[config.mk]
export PLATFORM = sky130hd
export DESIGN_NAME = mem_arbiter
export DESIGN_NICKNAME = d
export VERILOG_FILES = /design/src/rtl/mem_arb_pkg.sv /design/src/rtl/mem_arbiter.sv
export SDC_FILE = /design/constraint.sdc
export NUM_CORES = 1
export LEC_CHECK = 0
export CAP_MARGIN = 20
export CORE_MARGIN = 1.5
export CORE_UTILIZATION = 44
export DETAILED_ROUTE_END_ITERATION = 7
export PLACE_DENSITY_LB_ADDON = 0.15
export SYNTH_ARGS = -nofsm -noshare
export SYNTH_HDL_FRONTEND = slang
export SYNTH_SLANG_ARGS = --single-unit
[constraint.sdc]
create_clock -name i_clk -period 2.8 [get_ports i_clk]
set_input_delay 0.56 -clock i_clk [delete_from_list [all_inputs] [get_ports i_clk]]
set_output_delay 0.56 -clock i_clk [all_outputs]
set_load 0.01 [all_outputs]
[src/rtl/mem_arb_pkg.sv]
// rtl/mem_arb_pkg.sv - shared types and defaults for the memory arbiter
package mem_arb_pkg;

    typedef enum logic [1:0] {
        ARB_IDLE,
        ARB_BUSY_IF,
        ARB_BUSY_DM
    } arb_state_t;

    typedef enum logic {
        SRC_IF,
        SRC_DM
    } arb_src_t;

    localparam int DEFAULT_TIMEOUT = 16;

endpackage

[src/rtl/mem_arbiter.sv]
// rtl/mem_arbiter.sv - round-robin arbiter of fetch and data ports onto one single-port memory
module mem_arbiter
    import mem_arb_pkg::*;
#(
    parameter int TIMEOUT = DEFAULT_TIMEOUT
) (
    input  logic        i_clk,
    input  logic        i_rst,
    input  logic        i_if_req,
    input  logic [31:0] i_if_addr,
    output logic        o_if_gnt,
    output logic        o_if_rvalid,
    output logic [31:0] o_if_rdata,
    input  logic        i_dm_req,
    input  logic        i_dm_we,
    input  logic [31:0] i_dm_addr,
    input  logic [31:0] i_dm_wdata,
    output logic        o_dm_gnt,
    output logic        o_dm_rvalid,
    output logic [31:0] o_dm_rdata,
    output logic        o_mem_req,
    output logic        o_mem_we,
    output logic [31:0] o_mem_addr,
    output logic [31:0] o_mem_wdata,
    input  logic        i_mem_ack,
    input  logic [31:0] i_mem_rdata,
    output logic        o_err
);

    localparam logic [15:0] WAIT_LIMIT = 16'(TIMEOUT - 1);

    arb_state_t  state;
    arb_state_t  state_next;
    arb_src_t    last_src;
    logic [15:0] wait_cnt;
    logic        gnt_if;
    logic        gnt_dm;
    logic        done;
    logic        timed_out;

    always_ff @(posedge i_clk) begin
        if (i_rst) begin
            state <= ARB_IDLE;
        end else begin
            state <= state_next;
        end
    end

    // Grants are only issued from IDLE; on a tie the port not served last wins.
    always_comb begin
        state_next = state;
        gnt_if     = 1'b0;
        gnt_dm     = 1'b0;
        done       = 1'b0;
        timed_out  = 1'b0;
        case (state)
            ARB_IDLE: begin
                if (!i_rst) begin
                    if (i_if_req && i_dm_req) begin
                        gnt_dm = (last_src == SRC_IF);
                        gnt_if = (last_src == SRC_DM);
                    end else begin
                        gnt_if = i_if_req;
                        gnt_dm = i_dm_req;
                    end
                end
                if (gnt_if) begin
                    state_next = ARB_BUSY_IF;
                end else if (gnt_dm) begin
                    state_next = ARB_BUSY_DM;
                end
            end
            default: begin
                // An ack on the limit cycle wins over the timeout.
                if (i_mem_ack) begin
                    done       = 1'b1;
                    state_next = ARB_IDLE;
                end else if (wait_cnt == WAIT_LIMIT) begin
                    timed_out  = 1'b1;
                    state_next = ARB_IDLE;
                end
            end
        endcase
    end

    assign o_if_gnt  = gnt_if;
    assign o_dm_gnt  = gnt_dm;
    assign o_mem_req = (state != ARB_IDLE);

    always_ff @(posedge i_clk) begin
        if (i_rst) begin
            last_src    <= SRC_IF;
            wait_cnt    <= '0;
            o_mem_we    <= 1'b0;
            o_mem_addr  <= '0;
            o_mem_wdata <= '0;
            o_if_rvalid <= 1'b0;
            o_if_rdata  <= '0;
            o_dm_rvalid <= 1'b0;
            o_dm_rdata  <= '0;
            o_err       <= 1'b0;
        end else begin
            o_if_rvalid <= 1'b0;
            o_dm_rvalid <= 1'b0;
            o_err       <= timed_out;
            if (gnt_if || gnt_dm) begin
                o_mem_addr  <= gnt_if ? i_if_addr : i_dm_addr;
                o_mem_we    <= gnt_dm & i_dm_we;
                o_mem_wdata <= gnt_dm ? i_dm_wdata : 32'h0;
                last_src    <= gnt_if ? SRC_IF : SRC_DM;
                wait_cnt    <= '0;
            end else if (state != ARB_IDLE && !i_mem_ack) begin
                wait_cnt <= wait_cnt + 16'd1;
            end
            if (done || timed_out) begin
                if (state == ARB_BUSY_IF) begin
                    o_if_rvalid <= 1'b1;
                    o_if_rdata  <= done ? i_mem_rdata : 32'h0;
                end else begin
                    o_dm_rvalid <= 1'b1;
                    o_dm_rdata  <= done ? i_mem_rdata : 32'h0;
                end
            end
        end
    end

endmodule

* Word-level counts from Yosys, hierarchy flattened
Index checks and enable logic that the tools add are counted.
** Word-level totals
- Register bits after elaboration :: 151
- Output and inout bits :: 135
** Operators by class
- Add/sub/neg operators :: 1
- Equality and inequality tests :: 3
- Multiplexer cells :: 24
- Bitwise operators :: 4
- Reduce and logical (&&, ||, !) cells :: 13
** Operators with widths (count)
- two-way mux 32 bit :: 3
- adder 16 x 1 -> 16 bit, second input constant :: 1
- equality test 16 x 4 -> 1 bit, second input constant :: 1
- two-way mux 1 bit :: 16
- two-way mux 2 bit :: 5
- AND reduction 2 bit :: 3
- OR reduction 2 bit :: 2
- inequality test 3 bit, second input constant :: 1
- NOT 1 bit :: 3
- nonzero test 3 bit :: 1
- equality test 2 x 1 -> 1 bit, second input constant :: 1
- logical AND 1 bit :: 2
- logical NOT 2 bit :: 1
- logical OR 1 bit :: 2
- nonzero test 2 bit :: 1
- bitwise AND 1 bit :: 1
- logical NOT 1 bit :: 1

* Longest topological paths before layout
- Depth in word-level cells :: 7
- Depth in mapped cells :: 8
- Mapped depth without buffers :: 5

* Worst setup path before layout
No wires, ideal clock.
- Kind :: input to output
- Start :: input i_rst
- End :: output o_dm_gnt
- Data arrival time :: 1649 ps
- Setup slack :: 591 ps
- Cell stages on the path :: 5
- Buffers on the path :: 3
- Path through :: clkbuf_1 > nor3_1 > and3_1 > clkbuf_1 > buf_1
** Between the ends
- Word-level cells in the longest chain between the ends :: 3
** RTL lines
- start, declared :: RTL line mem_arbiter.sv:8 : input logic i_rst,
- two-way mux 1 bit :: RTL line mem_arbiter.sv:58 : if (!i_rst) begin
- two-way mux 1 bit (2 in a row) :: RTL line mem_arbiter.sv:56 : case (state)
- end, declared :: RTL line mem_arbiter.sv:18 : output logic o_dm_gnt,
Every way passes these cells. The select of a mux whose other input is x is not followed.

* Worst setup path in the final report
- Start :: input i_dm_req
- End :: output o_if_gnt
** Between the ends
- Word-level cells in the longest chain between the ends :: 5
** RTL lines
- start, declared :: RTL line mem_arbiter.sv:14 : input logic i_dm_req,
- logical AND 1 bit :: RTL line mem_arbiter.sv:59 : if (i_if_req && i_dm_req) begin
- two-way mux 1 bit :: RTL line mem_arbiter.sv:59
- two-way mux 1 bit :: RTL line mem_arbiter.sv:58
- two-way mux 1 bit (2 in a row) :: RTL line mem_arbiter.sv:56
- end, declared :: RTL line mem_arbiter.sv:11 : output logic o_if_gnt,
Every way passes these cells. The select of a mux whose other input is x is not followed.

==> flow_summary.ini <==
[clock_network]
cts_made_buffers = 17
hold_buffers = 0
clock_latency_ns = 0.42
cts_tree = yes
clk_pin_slew_ns = 0.06
cts_resized = 0
h-tree-depth = 4
cts_setup_buffers = 0
cts_buffer_depth = 2
cts.sinks = 151
clock_tree.root_cell = clkbuf_16

[critical_path]
slowest_stage = clkdlybuf4s50_1
cpMostUsedCell = clkdlybuf4s50_1
r2r_cells = 6
max_stage_delay_ns = 0.54
r2r-end = wait_cnt[1]$_SDFFE_PP0P_
worstSetupPathType = input port to output pin
reg2reg_from = state[0]$_SDFFE_PP0P_
worst-endpoint-arrival_ns = 1.96
worstPathCellList = clkdlybuf4s50_1, nand2b_1, nand3_2, inv_1, clkdlybuf4s50_1
r2r_slack_ns = 0.70
crit_fanout = 4
required_ns = 2.24
worstSetupStartpointType = input port
endpoint_kind = output pin

[finish]
final_layout_size_suffix_gt1_share_pct = 6.36
syn2layout_area_growth_pct = 58.4
fin_area_mm2 = 0.00914
finalNetCount = 971
n_antenna_cell = 0
fillCellCount = 1018
fin_util_pct = 71.9

[sta]
fmax_mhz = 396
clock_skew_ns = 0.00556
tightest_slew_ns = 0.737
hold_viol = 0
setup_viol = 0
max_slew_margin_pct = 50.9
min_period_over_period_pct = 90.2
finalCriticalPeriod_ns = 2.52
final.setup.tns_ns = 0
finalMaxSlewViolations = 0
rsz0062_at_grt = no

[drt]
num_vias = 5711
wl_per_cell_um = 17.8
vias_per_cell = 5.59
first_pass_iters = 5
drt_iter0_markers = 448
drc_errors = 0
wirelength_mm = 18.2
drtAntennaViolNets = 0

[logic_synthesis]
syn-cell-area_mm2 = 0.00577
synth_area_leader_cell = dfxtp_1
syn_nets = 730
seq_area_frac_synth_pct = 52.4
synth_top_area_share_pct = 52.4
synthTopCellsByArea = dfxtp_1, a311oi_1, mux2i_1, a22o_1, a21oi_1
ys.warnings.count = 0
yosysUniqueCellTypes = 34
ys_ff_latch = 151
synth_area_per_cell_um2 = 9.70
netlist_instances = 595

[run]
maxCapViolCount = 0

[global_route]
grt_usage_pct = 26.2
grt_first_pass_wirelength_mm = 28.9
grt_max_degree = 69
grt_pass1_vias = 5661
overflow = 0
antenna_found_initial = 0

[die]
core_mm2 = 0.0127
die_area_mm2 = 0.0138
initial_utilization_pct = 45.4
die_h_um = 118
rows = 41
die_width_um = 118
ios = 269

[placement]
hpwlAfterDp_mm = 12.8
io_buffers = 268
place.gp.congestion = 0.805
place_area_mm2 = 0.00856

[hold_path]
whs_path_depth = 2
worst_hold_path.endpoint = o_mem_addr[11]$_SDFFE_PP0P_
min_from = o_mem_addr[11]$_SDFFE_PP0P_
hp-class = register to register

[status]
status = finished, final reports clean

[pwr]
leakagePower_nw = 3.33
max-vdd-ir-drop_mv = 0.402
pwr_density_cell_mw_per_mm2 = 610
==> cell usage after synthesis <==
cell type / n
a21oi_1: 42
mux2i_1: 31
nand3_1: 36
clkinv_1: 1
inv_1: 4
buf_1: 3
o21bai_4: 1
nor3b_1: 1
nand4_1: 3
nor4_1: 4
or3_1: 7
and4_1: 1
dfxtp_1: 151
o21ba_2: 1
a311oi_1: 64
o21ai_0: 39
a221o_1: 1
nor2b_1: 2
ha_1: 1
a31oi_1: 32
xor2_1: 2
clkbuf_1: 45
and3_1: 3
a22o_1: 33
and2_1: 2
buf_2: 12
xnor2_1: 5
or4_1: 2
nand2_1: 46
nor3_1: 6
o21ai_1: 1
nor2_1: 9
o21bai_1: 1
nand2b_1: 3
==> power breakdown <==
group	switching, mW	internal [mW]
logic	0.443	0.531
registers	0.0815	2.29
clock network	0.918	1.31
==> cells in the final DEF, fill, tap and decap left out, types with 2 or more instances in the layout <==
cell type        count
clkinv_2             4
a311oi_1            64
and2_1               2
and3_1               3
nor4_1               4
a31oi_1             32
nor3_1               6
clkdlybuf4s50_1    266
or3_1                7
o21ai_0             39
xnor2_1              5
clkbuf_16           17
nand3_1             35
mux2i_1             31
nand2_1             46
nand4_1              3
bufinv_16            2
nand2b_1             2
clkinvlp_4           3
inv_1                4
inv_6                2
xor2_1               2
a21oi_1             42
a22o_1              33
dfxtp_1            151
or4_1                2
buf_4               13
clkinv_4             4
buf_2                2
nor2_1               9
==> cell type report <==
| type | instances | area [um^2] | area share [%] |
|---|---|---|---|
| Clock buffer | 17 | 425 | 4.65 |
| Clock inverter | 15 | 155 | 1.70 |
| Inverter | 5 | 18.8 | 0.205 |
| Multi-Input combinational cell | 379 | 2510 | 27.5 |
| Sequential cell | 151 | 3020 | 33.1 |
| Tap cell | 172 | 215 | 2.35 |
| Timing Repair Buffer | 282 | 2790 | 30.5 |
==> metrics by stage <==
stage,hold slack (ns),setup WS [ns],cells,total power [mW]
final,0.473,0.275,1021,5.58
after detailed placement,0.458,0.250,989,3.39
after global placement,0.456,0.280,989,3.36
after CTS,0.475,0.240,1021,5.60
after global routing,0.497,0.134,1021,5.79
after floorplan,0.454,0.591,595,2.80
==> how the worst max path moves through the flow <==
| stage | start | to | slack [ns] | depth (start not counted) |
|---|---|---|---|---|
| finish | i_dm_req | o_if_gnt | 0.28 | 5 |
| global route | state[1]$_SDFFE_PP0P_ | o_if_gnt | 0.13 | 5 |
| CTS | state[1]$_SDFFE_PP0P_ | o_if_gnt | 0.24 | 5 |
| detailed placement | i_if_req | wait_cnt[1]$_SDFFE_PP0P_ | 0.25 | 5 |
| global placement | i_dm_req | o_if_gnt | 0.28 | 5 |
| floorplan | i_rst | o_dm_gnt | 0.59 | 5 |
==> kinds of logic (layout without fill, tap and decap cells) <==
| group | count (synthesis) | after routing | share of synthesized area [%] |
|---|---|---|---|
| flops | 151 | 151 | 52.4 |
| fa+ha+maj | 1 | 1 | 0.217 |
| simple gates | 125 | 125 | 10.4 |
| mux | 31 | 31 | 5.38 |
| compound gates | 215 | 215 | 26.1 |
| xor+xnor | 7 | 7 | 1.06 |
| buf+inv | 65 | 319 | 4.49 |
==> registers in the layout, summed over array words and instances (netlist names) <==
| register | cells |
|---|---|
| o_dm_rdata | 32 |
| o_if_rdata | 32 |
| o_mem_addr | 32 |
| o_mem_wdata | 32 |
| wait_cnt | 16 |
| state | 2 |
| last_src | 1 |
| o_dm_rvalid | 1 |
| o_err | 1 |
| o_if_rvalid | 1 |
| o_mem_we | 1 |
==> critical path: cells and delay by family <==
| family | cells | cell delay (ns) |
|---|---|---|
| buffers and inverters | 3 | 1.13 |
| AND/OR/NAND/NOR | 2 | 0.27 |
==> routing by layer <==
layer	global-route usage [%]	part of all wire (%)	vias up
met5	0	0	-
met4	11.4	2.7	0
met3	9.74	9.7	32
met2	43.9	50	223
met1	29.9	38	2695
li1	-	-	2761
Note: power is estimated with default switching activity, not from simulation.
==> RTL change: new RTL, same flow settings <==
Put one more register stage on the output `o_err`. The value now appears one clock later. The other outputs are not delayed to match.
--- a/src/rtl/mem_arbiter.sv
+++ b/src/rtl/mem_arbiter.sv
@@ -28,6 +28,8 @@
 );
 
     localparam logic [15:0] WAIT_LIMIT = 16'(TIMEOUT - 1);
+
+    logic o_err_s0;
 
     arb_state_t  state;
     arb_state_t  state_next;
@@ -98,11 +100,11 @@
             o_if_rdata  <= '0;
             o_dm_rvalid <= 1'b0;
             o_dm_rdata  <= '0;
-            o_err       <= 1'b0;
+            o_err_s0    <= 1'b0;
         end else begin
             o_if_rvalid <= 1'b0;
             o_dm_rvalid <= 1'b0;
-            o_err       <= timed_out;
+            o_err_s0    <= timed_out;
             if (gnt_if || gnt_dm) begin
                 o_mem_addr  <= gnt_if ? i_if_addr : i_dm_addr;
                 o_mem_we    <= gnt_dm & i_dm_we;
@@ -124,5 +126,9 @@
         end
     end
 
+    always_ff @(posedge i_clk) begin
+        o_err <= o_err_s0;
+    end
+
 endmodule
 
Formal check against the unedited RTL: no difference found for any inputs over 4 cycles, from zero or initial values and one cycle with i_rst high; that may be too few to reach the edited logic, so the function may still have changed.
==> RTL change against the original RTL <==
Die area rose by 0.34%; synthesized area rose by 0.35%; power is 2.0% higher; cell area is 0.60% higher; utilization grew 0.43 points; sequential cell count up 1; routed wire length up 3.1%; highest routed layer unchanged; worst setup slack worse by 0.082 ns.
==> RTL change: results (changes against the original RTL) <==
Parameter                              Value

Run status
  Run status    finished, final reports clean

Worst setup path
  CP Max Fanout    38 (+34)
  Largest stage delay, worst path    0.56 ns (+0.02 ns)

Global routing
  Antenna violations before repair    1 (+1)
  Total routing resource utilization after global routing    26.9% (+0.75 points)
  Number of global-route vias before repair    5963 (+5.3%)

Placement
  Post-Place Setup Slack    0.261 ns (+0.0114 ns)
  RD Place Congestion    0.790 (-1.8%)
  Dpl hpwl    13.2 mm (+2.9%)
  Number of instances in the placed design    991 (+0.20%)
  Placed Area    8590 um2 (+0.32%)

Synthesis
  Cells taking the most area after synthesis    dfxtp_1 (53%), a311oi_1 (9.7%), mux2i_1 (5.4%), a22o_1 (5.0%), a21oi_1 (3.6%)
  Most used standard cells in the synthesized netlist    dfxtp_1 (152), a311oi_1 (64), nand2_1 (46)
  Cell count after synthesis    596 (+0.17%)
  Net Count, Synth    731 (+0.14%)

Routing
  Total number of vias    5781 (+1.2%)
  First DRT Iteration DRCs    442 (-1.3%)
  Aggregate routed wire length    18.8 mm (+3.1%)
  Drt first pass iters    4 (-1)

Timing
  Pin slew with the least headroom to its limit    0.705 ns (-0.0314 ns)
  Worst Clk Skew    0.0109 ns (+0.00535 ns)

Pwr
  Switching portion of total power    24.8% (-1.0 points)
  Leak    3.35 nW (+0.54%)

Layout
  Fraction of final layout cells sized beyond drive strength 1    6.46% (+0.10 points)
  # nets final    973 (+0.21%)
  Number of fill cells in the layout    984 (-3.3%)
==> RTL change: cell families (layout without fill, tap and decap cells) <==
| logic type | Yosys count | count (layout) | synth area share, % |
|---|---|---|---|
| AO/OA/AOI/OAI | 215 | 215 | 26.0 |
| XOR/XNOR | 7 | 7 | 1.06 |
| adder cells (fa/ha/maj) | 1 | 1 | 0.216 |
| buffers and inverters | 65 | 320 | 4.47 |
| flip-flops | 152 | 152 | 52.5 |
| multiplexers | 31 | 31 | 5.36 |
| other | 0 | 1 | 0 |
| AND/OR/NAND/NOR | 125 | 125 | 10.3 |
==> RTL change: final cells by class <==
cell class | count | area, um2 | share of cell area [%]
Clock buffer | 19 | 453 | 4.92
Tap cell | 172 | 215 | 2.34
Antenna cell | 1 | 2.50 | 0.0272
Timing Repair Buffer | 283 | 2800 | 30.4
Inverter | 5 | 18.8 | 0.204
Clock inverter | 13 | 153 | 1.66
Multi-Input combinational cell | 379 | 2510 | 27.3
Sequential cell | 152 | 3040 | 33.1
==> RTL change: worst register-to-register path, cell delays in order (launching register included) <==
cell and delay [ns]:
dfxtp_1 0.34, buf_4 0.42, o21bai_4 0.19, or4_1 0.69, or3_1 0.39, a21oi_1 0.14
==> RTL change: per-stage QoR <==
stage          total power, mW  util, %
2_1_floorplan             2.82        -
3_3_place_gp              3.39     67.5
3_5_place_dp              3.41     67.5
4_1_cts                   5.71     72.3
5_1_grt                   5.90     72.3
6_report                  5.69     72.3
==> RTL change: per-layer routing <==
metal	vias to the layer above	wire length, um	global-route usage, %
met3	43	1720	9.21
met2	267	9440	46.7
met4	0	801	14.7
met5	-	0	0
met1	2710	6820	28.6
li1	2761	-	-
==> RTL change: worst paths after layout <==
kind                                from      endpoint  slack [ns]  depth (start not counted)
worst max-delay path            state[1]     o_mem_req        0.19                          4
worst min-delay path            o_err_s0         o_err        0.33                          0
worst max register to register  state[1]  wait_cnt[15]        0.56                          5
worst min register to register  o_err_s0         o_err        0.33                          0
==> RTL change: power groups by stage <==
| stage | Combinational, mW | Sequential [mW] | Clock (mW) |
|---|---|---|---|
| floorplan | 0.335 | 2.48 | 0 |
| global placement | 0.965 | 2.42 | 0 |
| detailed placement | 0.987 | 2.42 | 0 |
| CTS | 0.994 | 2.38 | 2.34 |
| global route | 1.06 | 2.40 | 2.44 |
| finish | 0.991 | 2.38 | 2.31 |
